===== config.mk =====
export PLATFORM = sky130hd
export DESIGN_NAME = fetch_sequencer
export DESIGN_NICKNAME = d
export VERILOG_FILES = /design/src/rtl/fetch_sequencer.sv
export SDC_FILE = /design/constraint.sdc
export NUM_CORES = 1
export LEC_CHECK = 0
export BUFFER_PORTS_ARGS = -buffer_cell sky130_fd_sc_hd__buf_2
export CAP_MARGIN = 5
export CORE_AREA = 2 2 57 59
export DETAILED_ROUTE_END_ITERATION = 8
export DIE_AREA = 0 0 59 61
export GPL_TIMING_DRIVEN = 0
export HOLD_SLACK_MARGIN = 0.05
export PLACE_DENSITY_LB_ADDON = 0.08
export SYNTH_ARGS = -nofsm -noshare
export SYNTH_HDL_FRONTEND = slang
export SYNTH_SLANG_ARGS = --single-unit

===== constraint.sdc =====
create_clock -name iClk -period 1.9 [get_ports iClk]
set_clock_uncertainty 0.1 [all_clocks]
set_input_delay 0.19 -clock iClk [delete_from_list [all_inputs] [get_ports iClk]]
set_output_delay 0.19 -clock iClk [all_outputs]
set_load 0.01 [all_outputs]

===== src/rtl/fetch_sequencer.sv =====
// Fetch-stage PC steering: boot delay, reset-vector issue, and trap > branch > stall
// arbitration, plus tracking of which RAM outputs lie on the correct path.
module fetch_sequencer #(
  parameter int              cXLEN     = 32,
  parameter logic [cXLEN-1:0] cResetVec = '0,
  parameter int              cBootWait = 2
) (
  input  logic             iClk,
  input  logic             iRst,
  input  logic             iStall,
  input  logic             iBranchValid,
  input  logic [cXLEN-1:0] iBranchTarget,
  input  logic             iTrapValid,
  input  logic [cXLEN-1:0] iTrapVec,
  output logic             oNoOp,
  output logic             oNewPcValid,
  output logic [cXLEN-1:0] oNewPc,
  output logic             oInstrValid,
  output logic             oMisalign,
  output logic [1:0]       oState
);

  typedef enum logic [1:0] {
    ST_BOOT  = 2'd0,
    ST_RUN   = 2'd1,
    ST_FLUSH = 2'd2
  } state_t;

  localparam logic [3:0] cBootInit = 4'(cBootWait);

  state_t           r_state;
  logic [3:0]       r_boot_cnt;
  logic             r_instr_valid;

  state_t           w_next_state;
  logic [3:0]       w_next_cnt;
  logic             w_next_iv;
  logic             w_no_op;
  logic             w_new_pc_valid;
  logic [cXLEN-1:0] w_new_pc;
  logic             w_misalign;

  // NOTE: every signal written here gets a default first, so no path can infer a latch.
  always_comb begin
    w_next_state   = r_state;
    w_next_cnt     = r_boot_cnt;
    w_next_iv      = r_instr_valid;
    w_no_op        = 1'b0;
    w_new_pc_valid = 1'b0;
    w_new_pc       = '0;
    w_misalign     = 1'b0;

    if (iRst) begin
      w_no_op = 1'b1;
    end else begin
      case (r_state)
        ST_RUN, ST_FLUSH: begin
          if (iTrapValid) begin
            w_new_pc_valid = 1'b1;
            w_new_pc       = iTrapVec;
          end else if (iBranchValid) begin
            w_new_pc_valid = 1'b1;
            // A misaligned target is turned into a trap redirect in the same cycle.
            if (iBranchTarget[1:0] != 2'b00) begin
              w_misalign = 1'b1;
              w_new_pc   = iTrapVec;
            end else begin
              w_new_pc   = iBranchTarget;
            end
          end

          if (iTrapValid || iBranchValid) begin
            w_next_state = ST_FLUSH;
            w_next_iv    = 1'b0;
          end else if (iStall) begin
            w_no_op = 1'b1;
          end else begin
            w_next_state = ST_RUN;
            w_next_iv    = 1'b1;
          end
        end

        default: begin
          w_next_iv = 1'b0;
          if (r_boot_cnt != 4'd0) begin
            w_no_op    = 1'b1;
            w_next_cnt = r_boot_cnt - 4'd1;
          end else begin
            w_new_pc_valid = 1'b1;
            w_new_pc       = cResetVec;
            w_next_state   = ST_FLUSH;
          end
        end
      endcase
    end
  end

  // NOTE: state registers use non-blocking assignments so all of them update from the same pre-edge values.
  always_ff @(posedge iClk) begin
    if (iRst) begin
      r_state       <= ST_BOOT;
      r_boot_cnt    <= cBootInit;
      r_instr_valid <= 1'b0;
    end else begin
      r_state       <= w_next_state;
      r_boot_cnt    <= w_next_cnt;
      r_instr_valid <= w_next_iv;
    end
  end

  assign oNoOp       = w_no_op;
  assign oNewPcValid = w_new_pc_valid;
  assign oNewPc      = w_new_pc;
  assign oMisalign   = w_misalign;
  assign oInstrValid = r_instr_valid;
  assign oState      = r_state;

endmodule


==> results of run 1 <==
[cell usage in the layout (no fill, tap or decap)]
master	n
xnor2_4	1
a21oi_1	3
dfxtp_1	5
buf_4	3
mux2_2	2
nor2b_1	2
buf_12	3
buf_1	1
o21ba_1	1
clkbuf_2	2
mux2i_1	1
nor2_2	3
ha_4	1
a21oi_2	28
nor2_1	4
or3_4	1
nor4_1	2
buf_2	106
nand4b_1	1
dfxtp_4	2
clkbuf_1	6
o21ai_0	3
xor2_2	1
a311o_1	1
inv_2	2
nor3b_4	1
inv_1	4
o22ai_1	1
a211oi_1	2
nand2_1	63
nor3_1	4
or3_1	1
o211ai_1	1
or4b_1	1
clkbuf_4	3
[timing repair]
action,CTS,global route
setup buffers,3,0
resized for setup,10,10
setup endpoints to repair,34,34
pin swaps,3,0
[path summary, 6_finish.rpt]
path	from	endpoint	cells past startpoint
setup / recovery	oState[0]	oNewPc[13]	5
hold / removal	iRst	r_boot_cnt[1]	3
setup reg to reg	r_boot_cnt[1]	r_boot_cnt[0]	5
hold reg to reg	oInstrValid	oInstrValid	2
[Yosys cell counts (all sizes together)]
master and number:
xnor2 1, buf 4, a311o 1, or3 2, clkbuf 8, o22ai 1
nor2 7, o211ai 1, o21ai 3, or4b 1, nand2 63, o21ba 1
nand4b 1, mux2 2, nor2b 2, a21oi 31, nor3b 1, nor3 4
nor4 2, ha 1, inv 6, a211oi 2, mux2i 1, dfxtp 7
xor2 1
[stage by stage]
step | setup TNS (ps) | total power, W | hold WS (ps)
3_3_place_gp | 0 | 0.000808 | 412
2_1_floorplan | 0 | 0.000608 | 257
5_1_grt | -1510 | 0.00114 | 189
3_5_place_dp | 0 | 0.000806 | 419
6_report | -10.7 | 0.00105 | 164
4_1_cts | -909 | 0.00103 | 153
[registers in the layout, indices dropped and copies added (netlist names)]
| signal | flops |
|---|---|
| oState | 2 |
| r_boot_cnt | 4 |
| oInstrValid | 1 |
[report_power, final]
group / leakage (nW) / total, W / internal [W] / switching [W]
logic: 0.826 / 0.000658 / 0.000339 / 0.000319
registers: 0.0588 / 0.000243 / 0.000190 / 0.0000535
clock network: 0.0150 / 0.000145 / 0.0000807 / 0.0000641
total: 0.899 / 0.00105 / 0.000609 / 0.000437
[final cells by class]
class / count / area (µm²) / area share
Buffer: 11 / 92.6 / 0.0551
Inverter: 6 / 22.5 / 0.0134
Sequential cell: 7 / 148 / 0.0879
Clock buffer: 4 / 26.3 / 0.0156
Multi-Input combinational cell: 129 / 796 / 0.474
Timing Repair Buffer: 109 / 553 / 0.329
Tap cell: 33 / 41.3 / 0.0246
[cells by family after synthesis]
logic type	share of synthesized area
adder cells (fa/ha/maj)	0.0125
AND/OR/NAND/NOR	0.351
flip-flops	0.140
multiplexers	0.0325
AO/OA/AOI/OAI	0.323
buffers and inverters	0.124
XOR/XNOR	0.0175
[worst register-to-register path, cell delays in order, from the launching register on]
cell and delay [ps]:
dfxtp_1 360, inv_2 60, ha_4 160, nor3b_4 150, nor2_2 190, mux2_2 350
[metal layers]
| layer | share of wire | vias up |
|---|---|---|
| met4 | 0.015 | 0 |
| met3 | 0.083 | 7 |
| met1 | 0.44 | 582 |
| met5 | 0 | - |
| met2 | 0.46 | 59 |
| li1 | - | 735 |
==> metrics.yaml, run 1 <==
ys_ff_latch: 7
drive_above_1_share: 0.598
rsz0062_at_grt: "true"
worstPathCellList: "xnor2_4, or3_4, buf_12, a21oi_2, buf_2"
antenna_cells: 0
max_stage_delay_ps: 400
drt-wirelength-per-cell_um: 11.0
cts_made_buffers: 3
dr.first_iter.drc_count: 76
netlist.area_leader.share: 0.245
setup_violations: 2
first_pass_iters: 4
required_ps: 1610
dp.cells: 293
wl_um: 3290
gp_congestion: 0.784
synth_nets: 224
clk_latency_ps: 260
place_ws_ps: 38.9
cts_tree: "built"
dp_hpwl_um: 2560
holdBufCountCts: 0
grt.met3_usage: 0.0426
place_area_mm2: 0.00157
ys_types: 28
busiest_layer: "met2"
grtUsageMet1: 0.222
crit_fanout: 10
start_util: 0.339
hold_viol_final: 0
p_per_area_mw_per_mm2: 623
antenna_found_initial: 0
clk_pin_slew_ps: 50
fillCellCount: 303
irDropWorstVdd_v: 0.000411
core_area_mm2: 0.00295
reg2reg_slack_ps: 410
worst_slack_ps: -10.2
fin_area_mm2: 0.00168
clock.fmax_ghz: 0.523
syn-cell-area_mm2: 0.00100
nNetsFinal: 337
startpoint_type: "register"
grtUsageMet2: 0.305
boundaryPins: 107
worstPathArrival_ps: 1620
period_minus_slack_ps: 1910
via_per_inst: 4.63
tightest_slew_ps: 424
cp_num_buf_inv: 2
post-route-util: 0.569
die-area_mm2: 0.00360
finalCritPeriodShare: 1.01
numPortBuffers: 106
via_count: 1383
failed_checks: "negative setup slack"
cp_top_family: "simple AND/OR/NAND/NOR gates"
report.final.slew_viol_count: 0
grt_pass1_wl_um: 4970
grt_max_degree: 11
drc: 0
p_leak_nw: 0.899
grt_usage: 0.179
yosysSeqAreaShare: 0.140
drv_cap: 0
clock-root-buffer: "clkbuf_4"
clkSinkCount: 7
netlist_top_cells_area: "a21oi_2 24%, nand2_1 24%, dfxtp_1 14%, buf_12 6.0%, clkbuf_1 3.0%"
cp-end-kind: "output pin"
critical_path_class: "reg -> out"
grt-ovfl-total: 0
outcome: "finished, violations left"
area_delta_synth_final_pct: 67.5
relSlewSlack: 0.718
num_rows: 20
hold_path.class: "in -> reg"
postSynthAreaPerCell_um2: 6.51
final_antenna_net_count: 0
synth_cells: 154
die_h_um: 61
slowest_stage: "or3_4"
yosys.area.top_type: "a21oi_2"
ys_warn_count: 0
cts_buffer_depth: 2
cts_max_level: 1
dieWidth_um: 59
layout.cells.non_filler: 299
grt_pass1_vias: 1119
No activity file was read; power rests on OpenSTA's default activity.
==> inputs of run 2 (changes only) <==
PLACE_DENSITY = 0.84   (was not set)
PLACE_DENSITY_LB_ADDON = not set   (was 0.08)
REMOVE_ABC_BUFFERS = 1   (was not set)
==> metrics.yaml, run 2 (synthesized netlist as in run 1, its figures left out) <==
required_ps: 1610  # about the same
grt_usage: 0.196  # +0.0162
top_register: "r_boot_cnt"
die_h_um: 61  # unchanged
cts_max_level: 1  # unchanged
irDropWorstVdd_v: 0.000499  # +22%
cp-end-kind: "output pin"
worstPathCellList: "inv_2, ha_4, nor3b_4, nor2_4, a311o_1, buf_2"
area_delta_synth_final_pct: 64.9
worstPathArrival_ps: 1610  # about the same
seqCellArea_um2: 150  # +1.7%
boundaryPins: 107  # unchanged
grt_max_degree: 33  # +22
numPortBuffers: 106  # unchanged
rsz0062_at_grt: "true"
final_antenna_net_count: 0  # unchanged
via_per_inst: 4.88  # +5.5%
clk_latency_ps: 270  # about the same
crit_fanout: 4  # -6
nNetsFinal: 330  # -2.1%
via_count: 1425  # +3.0%
clk_pin_slew_ps: 50  # about the same
grt-ovfl-total: 0  # unchanged
r2r_cells: 7  # +2
drive_above_1_share: 0.629  # +0.0316
antenna_cells: 0  # unchanged
finalCritPeriodShare: 1.00  # -0.00399
critical_path_class: "reg -> out"
startpoint: "r_boot_cnt[1]"
num_rows: 20  # unchanged
hold_viol_final: 0  # unchanged
dieWidth_um: 59  # unchanged
reg2reg_to: "oState[1]"
gp_congestion: 0.837  # +6.7%
crit_end: "oNoOp"
multi_input_area_um2: 845  # +6.1%
cts_buffer_depth: 2  # unchanged
antenna_found_initial: 0  # unchanged
crit_cells: 6  # +1
layout.cells.non_filler: 292  # -2.3%
clkSinkCount: 7  # unchanged
grt_pass1_vias: 1270  # +13%
largest_reg_flops: 4  # unchanged
drc: 0  # unchanged
first_pass_iters: 4  # unchanged
clock-root-buffer: "clkbuf_4"
slowest_stage: "dfxtp_2"
r2r-start: "r_boot_cnt[1]"
worst_slack_ps: -2.65  # +7.58 ps
start_util: 0.339  # unchanged
final_common_cell: "buf_2"
hold_path.class: "in -> reg"
p_leak_nw: 0.867  # -3.6%
wl_um: 3620  # +10%
clock.fmax_ghz: 0.526  # +0.40%
hold_ws_ps: 202  # +38.4 ps
cp_top_family: "flip-flops"
drt-wirelength-per-cell_um: 12.4  # +13%
fillCellCount: 288  # -5.0%
layout_common_cells: "106 x buf_2, 63 x nand2_1, 29 x a21oi_2"
dp.cells: 283  # -3.4%
period_minus_slack_ps: 1900  # -7.58 ps
drv_cap: 0  # unchanged
finalPower_w: 0.00107  # +2.6%
core_area_mm2: 0.00295  # unchanged
cts_tree: "built"
grt_pass1_wl_um: 5440  # +9.4%
reg2reg_slack_ps: 320  # -90 ps
relSlewSlack: 0.626  # -0.0917
die-area_mm2: 0.00360  # unchanged
holdBufCountCts: 0  # unchanged
place_ws_ps: -231  # -270 ps
tightest_slew_ps: 561  # +138 ps
cts_made_buffers: 3  # unchanged
outcome: "finished, violations left"
failed_checks: "negative setup slack"
p_per_area_mw_per_mm2: 649  # +4.2%
dr.first_iter.drc_count: 78  # +2.6%
report.final.slew_viol_count: 0  # unchanged
cp_num_buf_inv: 2  # unchanged
setup_violations: 1  # -1
max_stage_delay_ps: 330  # -70 ps
startpoint_type: "register"
dp_hpwl_um: 2450  # -4.4%
run 2: changes by cell type in the layout (fill, tap and decap cells not counted), moves of 2 or more:
cell | before | now
or3_4 | 1 | 4
clkbuf_2 | 2 | 0
buf_6 | 0 | 2
buf_12 | 3 | 0
clkbuf_1 | 6 | 1
dfxtp_2 | 0 | 2
dfxtp_1 | 5 | 3
run 2: final cells by class:
class	instances	share of cell area
clock buffer	4	0.0159
sequential	7	0.0908
tap	33	0.0250
multi-input combinational	132	0.511
inverter	6	0.0136
timing repair buffer	110	0.344
run 2: routing by layer:
metal,up-vias,global-route usage,wire (µm)
li1,729,-,-
met3,7,0.0320,326
met2,67,0.359,1740
met5,-,0,0
met4,0,0.0682,53
met1,622,0.230,1500
run 2: repair_timing:
item                                    CTS  global route
endpoints found under the setup margin   34            34
gates cloned                              3             0
pin swaps                                 3             2
resized for setup                        16             7
setup buffers                             1             1
run 2: power by group:
group | internal (W) | leakage [nW] | switching (W)
Clock | 0.0000809 | 0.0150 | 0.0000674
Sequential | 0.000194 | 0.0588 | 0.0000614
Combinational | 0.000324 | 0.793 | 0.000345
run 2: through the flow:
step / setup TNS [ps] / utilization / area, µm²
after floorplan: -16760 / - / 901
after global placement: -50720 / 0.499 / 1470
after detailed placement: -6130 / 0.508 / 1500
after CTS: 0 / 0.553 / 1630
after global routing: -551 / 0.560 / 1650
final: -2.65 / 0.560 / 1650
run 2: worst reg2reg max path, cell delays in order (launching register included):
cell and delay, ps:
dfxtp_2 330, inv_2 70, ha_4 150, nor3b_4 260, buf_4 160, buf_4 100
o21ai_0 80, a211oi_1 250
run 2: worst min-delay path by stage:
stage | startpoint | endpoint | slack, ps | cells after the start
after floorplan | iRst | r_boot_cnt[2] | 160 | 1
after global placement | r_boot_cnt[2] | r_boot_cnt[2] | 390 | 2
after detailed placement | r_boot_cnt[2] | r_boot_cnt[2] | 430 | 2
after CTS | iStall | oInstrValid | 190 | 4
after global routing | iRst | r_boot_cnt[2] | 240 | 2
final | iStall | oInstrValid | 200 | 4
==> inputs of run 3 (changes only) <==
SKIP_CTS_REPAIR_TIMING = 1   (was not set)
==> metrics.yaml, run 3 (synthesized netlist as in run 1, its figures left out) <==
cts_max_level: 1  # unchanged
grt_pass1_wl_um: 4870  # -10%
clkSinkCount: 7  # unchanged
r2r_cells: 5  # -2
hold_start: "iStall"
die_h_um: 61  # unchanged
startpoint_type: "register"
via_count: 1448  # +1.6%
reg2reg_slack_ps: 360  # +40 ps
gp_congestion: 0.837  # unchanged
first_pass_iters: 4  # unchanged
num_rows: 20  # unchanged
outcome: "completed"
nNetsFinal: 334  # +1.2%
setup_violations: 0  # -1
clock-root-buffer: "clkbuf_4"
report.final.slew_viol_count: 0  # unchanged
core_area_mm2: 0.00295  # unchanged
die-area_mm2: 0.00360  # unchanged
hold_path.class: "in -> reg"
max_stage_delay_ps: 370  # +40 ps
top_register: "r_boot_cnt"
critical_path_class: "reg -> out"
crit_fanout: 5  # +1
grt_pass1_vias: 1194  # -6.0%
cp-end-kind: "output pin"
dp_hpwl_um: 2450  # unchanged
clk_latency_ps: 270  # about the same
fin_area_mm2: 0.00170  # +3.0%
hold_path_depth: 4  # unchanged
final_antenna_net_count: 0  # unchanged
worstPathArrival_ps: 1600  # about the same
relSlewSlack: 0.626  # about the same
fin_tns_setup_ps: 0  # +2.65 ps
grt_max_degree: 33  # unchanged
antenna_found_initial: 0  # unchanged
period_minus_slack_ps: 1890  # -14.0 ps
dr.first_iter.drc_count: 82  # +5.1%
cts_tree: "built"
r2r-start: "oState[0]"
largest_reg_flops: 4  # unchanged
reg2reg_to: "r_boot_cnt[0]"
cts_made_buffers: 3  # unchanged
p_per_area_mw_per_mm2: 676  # +4.1%
hold_viol_final: 0  # unchanged
clk_pin_slew_ps: 60  # about the same
p_leak_nw: 0.892  # +2.9%
start_util: 0.339  # unchanged
worstPathCellList: "buf_4, xor2_2, nor2_4, a211oi_1, buf_2"
wl_um: 3730  # +3.1%
layout_common_cells: "106 x buf_2, 63 x nand2_1, 29 x a21oi_2, 5 x buf_4"
place_area_mm2: 0.00150  # unchanged
rsz0062_at_grt: "true"
dieWidth_um: 59  # unchanged
boundaryPins: 107  # unchanged
grt-ovfl-total: 0  # unchanged
via_per_inst: 4.89  # +0.24%
finalCritPeriodShare: 0.994  # -0.00739
antenna_cells: 0  # unchanged
drive_above_1_share: 0.635  # +0.00564
hold_end: "oInstrValid"
area_delta_synth_final_pct: 69.8
drv_cap: 0  # unchanged
required_ps: 1610  # about the same
tightest_slew_ps: 562  # +0.384 ps
clock.fmax_ghz: 0.529  # +0.74%
numPortBuffers: 106  # unchanged
drt-wirelength-per-cell_um: 12.6  # +1.7%
cts_buffer_depth: 2  # unchanged
irDropWorstVdd_v: 0.000491  # -1.7%
grt_usage: 0.172  # -0.0233
fillCellCount: 290  # +0.69%
slowest_stage: "dfxtp_4"
final_common_cell: "buf_2"
drc: 0  # unchanged
==> run 3: routing by layer <==
| metal | vias to the layer above | part of all wire | GRT usage |
|---|---|---|---|
| li1 | 739 | - | - |
| met1 | 635 | 0.42 | 0.192 |
| met2 | 67 | 0.48 | 0.322 |
| met3 | 7 | 0.082 | 0.0320 |
| met4 | 0 | 0.016 | 0.0682 |
| met5 | - | 0 | 0 |
==> run 3: worst max-delay path: cells and delay by family (launching register included) <==
family / cells / cell delay (ps)
XOR/XNOR: 1 / 320
AO/OA/AOI/OAI: 1 / 240
flip-flops: 1 / 370
AND/OR/NAND/NOR: 1 / 70
buffers and inverters: 2 / 330
==> run 3: stage by stage <==
step                      worst slack (ps)  total power (W)  instances  hold WS [ps]   util
after floorplan                       -547         0.000554        142           159      -
after global placement               -1690         0.000746        281           392  0.499
after detailed placement              -231         0.000764        283           425  0.508
after CTS                             -524         0.000909        287           163  0.517
after global routing                 -32.1          0.00123        296           262  0.576
final                                 11.4          0.00115        296           193  0.576
==> run 3: report_power, final <==
group          switching, W  total [W]  internal (W)
clock network     0.0000691   0.000150     0.0000811
logic              0.000373   0.000755      0.000382
registers         0.0000501   0.000244      0.000194
total              0.000493    0.00115      0.000657
==> run 3: how the worst max path moves through the flow <==
stage	start	endpoint	slack [ps]
after floorplan	iTrapValid	oNewPc[10]	-550
after global placement	iTrapValid	oNewPc[21]	-1690
after detailed placement	oState[1]	oNewPc[4]	-230
after CTS	oState[1]	oNewPc[4]	-520
after global routing	r_boot_cnt[1]	oNoOp	-30
final	oState[0]	oNewPcValid	10
==> run 3: cell type report <==
| type | instances | area (µm²) | area share |
|---|---|---|---|
| Inverter | 6 | 22.5 | 0.0132 |
| Sequential cell | 7 | 150 | 0.0882 |
| Timing Repair Buffer | 114 | 611 | 0.359 |
| Clock buffer | 4 | 26.3 | 0.0154 |
| Tap cell | 33 | 41.3 | 0.0243 |
| Multi-Input combinational cell | 132 | 851 | 0.500 |
